--- config.mk ---
export PLATFORM = sky130hd
export DESIGN_NAME = datapath_sequencer
export DESIGN_NICKNAME = d
export VERILOG_FILES = /design/src/rtl/datapath_sequencer.sv
export SDC_FILE = /design/constraint.sdc
export NUM_CORES = 1
export LEC_CHECK = 0
export CAP_MARGIN = 5
export CELL_PAD_IN_SITES_DETAIL_PLACEMENT = 1
export CELL_PAD_IN_SITES_GLOBAL_PLACEMENT = 2
export CORE_ASPECT_RATIO = 1.75
export CORE_MARGIN = 2
export CORE_UTILIZATION = 22
export DETAILED_ROUTE_END_ITERATION = 10
export PLACE_DENSITY = 0.93
export SYNTH_ARGS = -nofsm -noshare
export SYNTH_HDL_FRONTEND = slang
export SYNTH_SLANG_ARGS = --single-unit
export TNS_END_PERCENT = 100
--- constraint.sdc ---
create_clock -name clk -period 3.7 [get_ports clk]
set_input_delay 0.74 -clock clk [delete_from_list [all_inputs] [get_ports clk]]
set_output_delay 0.74 -clock clk [all_outputs]
set_load 0.02 [all_outputs]
--- src/rtl/datapath_sequencer.sv ---
`default_nettype none
// ============================================================================
// Module      : datapath_sequencer
// Description : Multi-cycle controller between instruction decode and the
//               register-file/ALU datapath. It accepts one decoded
//               instruction and steps it through EXEC -> WB -> DONE. It
//               captures the ALU result and presents it on a valid/ready
//               port. It also counts retired instructions.
// Revision    : 1.0 - initial release
// ============================================================================
module datapath_sequencer #(
    parameter int CNT_W = 16
) (
    input  logic             clk,
    input  logic             reset,
    // decoded instruction handshake
    input  logic             in_valid,
    output logic             in_ready,
    input  logic [6:0]       in_op,
    input  logic [4:0]       in_rs1,
    input  logic [4:0]       in_rs2,
    input  logic [4:0]       in_rd,
    input  logic [31:0]      in_imm,
    input  logic             in_use_reg,
    input  logic             abort,
    // datapath control
    output logic [6:0]       dp_op,
    output logic [4:0]       dp_addr_a,
    output logic [4:0]       dp_addr_b,
    output logic [4:0]       dp_addr_d,
    output logic [31:0]      dp_immed,
    output logic             dp_y_sel,
    output logic             dp_write,
    input  logic [31:0]      dp_w,
    // result handshake
    output logic             res_valid,
    input  logic             res_ready,
    output logic [31:0]      res_data,
    output logic [4:0]       res_rd,
    output logic [CNT_W-1:0] retired
);

    typedef enum logic [1:0] {
        S_IDLE = 2'd0,
        S_EXEC = 2'd1,
        S_WB   = 2'd2,
        S_DONE = 2'd3
    } state_t;

    state_t            r_state;
    state_t            w_next;
    logic              w_accept;
    logic              w_capture;
    logic              w_retire;

    logic [6:0]        r_op;
    logic [4:0]        r_rs1;
    logic [4:0]        r_rs2;
    logic [4:0]        r_rd;
    logic [31:0]       r_imm;
    logic              r_use_reg;
    logic [31:0]       r_res_data;
    logic [CNT_W-1:0]  r_retired;

    // State register; reset discards any in-flight instruction
    always_ff @(posedge clk) begin
        if (reset) begin
            r_state <= S_IDLE;
        end else begin
            r_state <= w_next;
        end
    end

    // Next-state decode and per-state handshake/write strobes
    always_comb begin
        w_next    = r_state;
        in_ready  = 1'b0;
        res_valid = 1'b0;
        dp_write  = 1'b0;
        w_accept  = 1'b0;
        w_capture = 1'b0;
        w_retire  = 1'b0;
        case (r_state)
            S_IDLE: begin
                in_ready = 1'b1;
                if (in_valid) begin
                    w_accept = 1'b1;
                    w_next   = S_EXEC;
                end
            end
            S_EXEC: begin
                if (abort) begin
                    w_next = S_IDLE;
                end else begin
                    w_capture = 1'b1;
                    w_next    = S_WB;
                end
            end
            S_WB: begin
                // r0 is hardwired; reset suppresses a write in flight
                dp_write = (r_rd != 5'd0) && !reset;
                w_next   = S_DONE;
            end
            S_DONE: begin
                res_valid = 1'b1;
                if (res_ready) begin
                    w_retire = 1'b1;
                    w_next   = S_IDLE;
                end
            end
            default: begin
                w_next = S_IDLE;
            end
        endcase
    end

    // Holding registers for the accepted instruction
    always_ff @(posedge clk) begin
        if (reset) begin
            r_op      <= 7'd0;
            r_rs1     <= 5'd0;
            r_rs2     <= 5'd0;
            r_rd      <= 5'd0;
            r_imm     <= 32'd0;
            r_use_reg <= 1'b0;
        end else if (w_accept) begin
            r_op      <= in_op;
            r_rs1     <= in_rs1;
            r_rs2     <= in_rs2;
            r_rd      <= in_rd;
            r_imm     <= in_imm;
            r_use_reg <= in_use_reg;
        end
    end

    // Capture the ALU result at the end of a non-aborted EXEC cycle
    always_ff @(posedge clk) begin
        if (reset) begin
            r_res_data <= 32'd0;
        end else if (w_capture) begin
            r_res_data <= dp_w;
        end
    end

    // Retired-instruction counter, wraps naturally
    always_ff @(posedge clk) begin
        if (reset) begin
            r_retired <= '0;
        end else if (w_retire) begin
            r_retired <= r_retired + 1'b1;
        end
    end

    assign dp_op     = r_op;
    assign dp_addr_a = r_rs1;
    assign dp_addr_b = r_rs2;
    assign dp_addr_d = r_rd;
    assign dp_immed  = r_imm;
    assign dp_y_sel  = r_use_reg;
    assign res_data  = r_res_data;
    assign res_rd    = r_rd;
    assign retired   = r_retired;

endmodule
`default_nettype wire
# Yosys cells after proc, flatten, opt, wreduce, memory -nomap -nowiden
# Index checks and enable logic that the tools add are counted.
word_totals:
  wordCells: 33
  out_inout_bits: 111
  register_bits: 105
op_classes:
  n_eq_ne: 5
  add_sub_neg: 1
  n_reduce_logical: 5
  mux: 13
ops:
  columns: ["operator", "count"]
  rows:
  - ["adder 16 x 1 -> 16 bit (second input constant)", 1]
  - ["two-way mux 1 bit", 9]
  - ["one-hot mux 2 bit (4 select lines)", 1]
  - ["two-way mux 2 bit", 3]
  - ["nonzero test 5 bit", 1]
  - ["== test 2 bit (second input constant)", 2]
  - ["!= test 2 bit (second input constant)", 2]
  - ["== test 2 x 1 -> 1 bit (second input constant)", 1]
  - ["logical NOT 2 bit", 1]
  - ["AND reduction 2 bit", 1]
  - ["logical AND 1 bit", 1]
  - ["logical NOT 1 bit", 1]

# Depth between registers and ports, before layout
depth:
  word_depth: 3
  depth_mapped: 7

# Least setup slack after synthesis
# OpenSTA, ideal clock, no wires.
synth_timing:
  path_kind: "input -> output"
  startpoint: "input port reset"
  endpoint: "output port dp_write"
  path_stages: 3
  t_required_ns: 2.960
  slack_ns: 1.107
  n_path_buf: 2
  arrival_time_ns: 1.853
  cell_sequence: "clkbuf_1 > clkbuf_1 > nor4b_1"
synth_between:
  elab_chain_len: 3
synth_rtl:
  columns: ["element", "line", "text"]
  rows:
  - ["start: declaration", "15", "input logic reset,"]
  - ["logical NOT 1 bit", "101", "dp_write = (r_rd != 5'd0) && !reset;"]
  - ["logical AND 1 bit", "101", null]
  - ["two-way mux 1 bit", "83", "case (r_state)"]
  - ["end: declaration", "33", "output logic dp_write,"]
# Every way passes these cells.

# Worst setup path after layout
layout_timing:
  startpoint: "register r_rd[1], in the netlist dp_addr_d[1]"
  endpoint: "output port dp_write"
layout_between:
  elab_chain_len: 3
layout_rtl:
  columns: ["element", "line", "text"]
  rows:
  - ["start: declaration", "59", "logic [4:0] r_rd;"]
  - ["start signal: assignment", "130", "r_rd <= in_rd;"]
  - ["nonzero test 5 bit", "101", null]
  - ["logical AND 1 bit", "101", null]
  - ["two-way mux 1 bit", "83", null]
# Every way passes these cells.

==> impl_metrics.env <==
export IMPL_numPortBuffers=202
export IMPL_clkLatencyLatePin_ns=0.35
export IMPL_coreArea_mm2=0.01730
export IMPL_grt_pass1_vias=3907
export IMPL_synth_top_family_by_area="simple AND/OR/NAND/NOR gates"
export IMPL_worstPathArrival_ns=2.02
export IMPL_synth_mux_area_frac=0.002595
export IMPL_synth_fa_ha_area_frac=0.003244
export IMPL_die_w_um=104.1
export IMPL_cts_tree="done"
export IMPL_max_slew_margin_rel=0.3962
export IMPL_via_per_inst=4.297
export IMPL_drtAntennaViolNets=0
export IMPL_synth_seq_area_share=0.5449
export IMPL_area_growth_pct=64.13
export IMPL_p_leak_nw=2.203
export IMPL_p_per_area_mw_per_mm2=409.9
export IMPL_use_met2=0.2738
export IMPL_cp_required_ns=2.96
export IMPL_grt_use_total=0.1451
export IMPL_syn_avg_cell_area_um2=7.970
export IMPL_rsz0062_at_grt="false"
export IMPL_avgRoutedWirePerCell_um=15.19
export IMPL_tns_ns=0
export IMPL_gp_congestion=0.7316
export IMPL_skew_ns=0.01172
export IMPL_slew_violations=0
export IMPL_period_needed_ns=2.760
export IMPL_cts_sinks=105
export IMPL_start_util=0.2230
export IMPL_path_clk_slew_ns=0.08
export IMPL_place_area_mm2=0.006041
export IMPL_n_antenna_cell=0
export IMPL_post_route_drc_count=0
export IMPL_hp_class="register to register"
export IMPL_met3_usage=0.03926
export IMPL_synth_compound_area_share=0.1297
export IMPL_postCtsSetupBuffers=0
export IMPL_setup_viol=0
export IMPL_ys_warn_count=0
export IMPL_h_tree_depth=3
export IMPL_synth_cell_types=32
export IMPL_use_met1=0.1515
export IMPL_final_area_mm2=0.006331
export IMPL_root_buffer="clkbuf_16"
export IMPL_max_freq_mhz=362.3
export IMPL_holdBufCountCts=0
export IMPL_via_count=3863
export IMPL_drt_pre_antenna_iters=4
export IMPL_synth_simple_gate_area_frac=0.2465
export IMPL_cts_resized=0
export IMPL_syn_area_mm2=0.003857
export IMPL_cp_start_kind="register"
export IMPL_ir_drop_v=0.0002129
export IMPL_wirelength_mm=13.66
export IMPL_io_pins=203
export IMPL_cp_end_kind="output port"
export IMPL_synthCells=484
export IMPL_worstSetupPathType="register to output port"
export IMPL_max_cap_violations=0
export IMPL_clock_path_buffers=2
export IMPL_nets=756
export IMPL_antenna_found_initial=0
export IMPL_dpl_hpwl_mm=9.870
export IMPL_dieArea_mm2=0.01865
export IMPL_syn_num_nets=577
export IMPL_grt_pass1_wl_mm=21.27
export IMPL_cp_max_fo=4
export IMPL_fin_crit_sh=0.7461
export IMPL_grt_max_degree=65
export IMPL_tightest_slew_ns=0.9057
export IMPL_dr_first_iter_drc_count=89
export IMPL_timing_hold_ws_ns=0.4556
export IMPL_die_y_um=179.2
export IMPL_synth_xor_area_frac=0.02271
export IMPL_rows=64
export IMPL_grt_ovfl_total=0
export IMPL_outcome="finished clean"
export IMPL_numCtsBuffers=9
export IMPL_grt_busiest_layer="met2"
export IMPL_hold_violations=0
export IMPL_yosys_register_bits=105
export IMPL_drive_above_1_share=0.03892
cell families (layout without fill, tap and decap cells):
| kind of cell | count (synthesis) | count (layout) |
|---|---|---|
| buf+inv | 41 | 225 |
| flops | 105 | 105 |
| fa+ha+maj | 1 | 1 |
| mux | 1 | 1 |
| compound gates | 99 | 99 |
| simple gates | 227 | 227 |
| xor+xnor | 10 | 10 |
flip-flops by register name, summed over array words and instances (netlist names), named ones only:
register	flops
res_data	32
retired	16
dp_addr_a	5
r_state	1
dp_addr_d	5
dp_op	7
dp_immed	32
dp_addr_b	5
dp_y_sel	1
power breakdown:
group | switching [mW] | internal [mW] | leakage (nW) | total, mW
clock | 0.448 | 0.501 | 0.140 | 0.949
combinational | 0.213 | 0.218 | 1.21 | 0.431
sequential | 0.0322 | 1.18 | 0.857 | 1.21
total | 0.693 | 1.90 | 2.20 | 2.60
path summary, 6_finish.rpt:
path / from / endpoint / slack, ns / cells after the start
setup / recovery: dp_addr_d[1] / dp_write / 0.94 / 4
hold / removal: res_data[15] / res_data[15] / 0.46 / 2
setup reg to reg: r_state[0] / dp_immed[2] / 1.54 / 5
hold reg to reg: res_data[15] / res_data[15] / 0.46 / 2
synth_stat cells (all sizes together):
cell type | n | area share
a21oi | 94 | 0.12
and2 | 3 | 0.0049
and3 | 1 | 0.0016
and4 | 3 | 0.0068
buf | 16 | 0.026
clkbuf | 24 | 0.024
dfxtp | 105 | 0.54
ha | 1 | 0.0032
inv | 1 | 0.00097
mux2i | 1 | 0.0026
nand2 | 181 | 0.18
nand2b | 1 | 0.0016
nand3 | 8 | 0.015
nand4 | 3 | 0.0049
nor2 | 15 | 0.015
nor3 | 1 | 0.0013
nor3b | 1 | 0.0019
nor4 | 1 | 0.0016
nor4b | 1 | 0.0023
o21ai | 3 | 0.0039
o31ai | 2 | 0.0039
or2 | 2 | 0.0032
or3 | 3 | 0.0049
or4 | 3 | 0.0058
xnor2 | 4 | 0.0091
xor2 | 6 | 0.014
cells in the final DEF (no fill, tap or decap), types with 2 or more instances in the layout:
cell / n
o31ai_1: 2
buf_4: 6
a21oi_1: 94
and2_1: 3
or4_1: 3
inv_6: 2
xor2_1: 6
o21ai_0: 3
nand2_1: 181
nor2_1: 14
clkdlybuf4s50_1: 201
clkbuf_8: 2
xnor2_1: 4
or3_1: 3
dfxtp_1: 105
and4_1: 3
nand3_1: 6
nand4_1: 3
clkbuf_16: 9
critical path, stage by stage (launching register included):
cell             delay [ns]
dfxtp_1                0.36
or4_1                  0.53
nor2_1                 0.14
nor4b_1                0.07
clkdlybuf4s50_1        0.58
area by class of cell:
class                   instances  area (µm²)
clock buffers                  12       256.5
clock inverters                 4       33.78
fillers                      2087       10970
inverters                       1       3.754
multi-input cells             338        1569
flip-flops and latches        105        2102
well taps                     231       289.0
repair buffers                208        2077
through the flow:
step / utilization / worst slack (ns) / std cells / power [mW]
3_5_place_dp: 0.3492 / 0.9552 / 883 / 1.683
4_1_cts: 0.3660 / 0.8757 / 899 / 2.652
5_1_grt: 0.3660 / 0.8188 / 899 / 2.725
6_report: 0.3660 / 0.9396 / 899 / 2.595
3_3_place_gp: 0.3492 / 1.007 / 883 / 1.677
2_1_floorplan: - / 1.107 / 484 / 1.430
routing by layer:
layer	vias up	part of all wire	routed length (µm)
met4	0	0.026	354
met2	117	0.55	7491
li1	1924	-	-
met5	-	0	0
met1	1804	0.38	5151
met3	18	0.048	659
(Power assumes the default switching activity.)
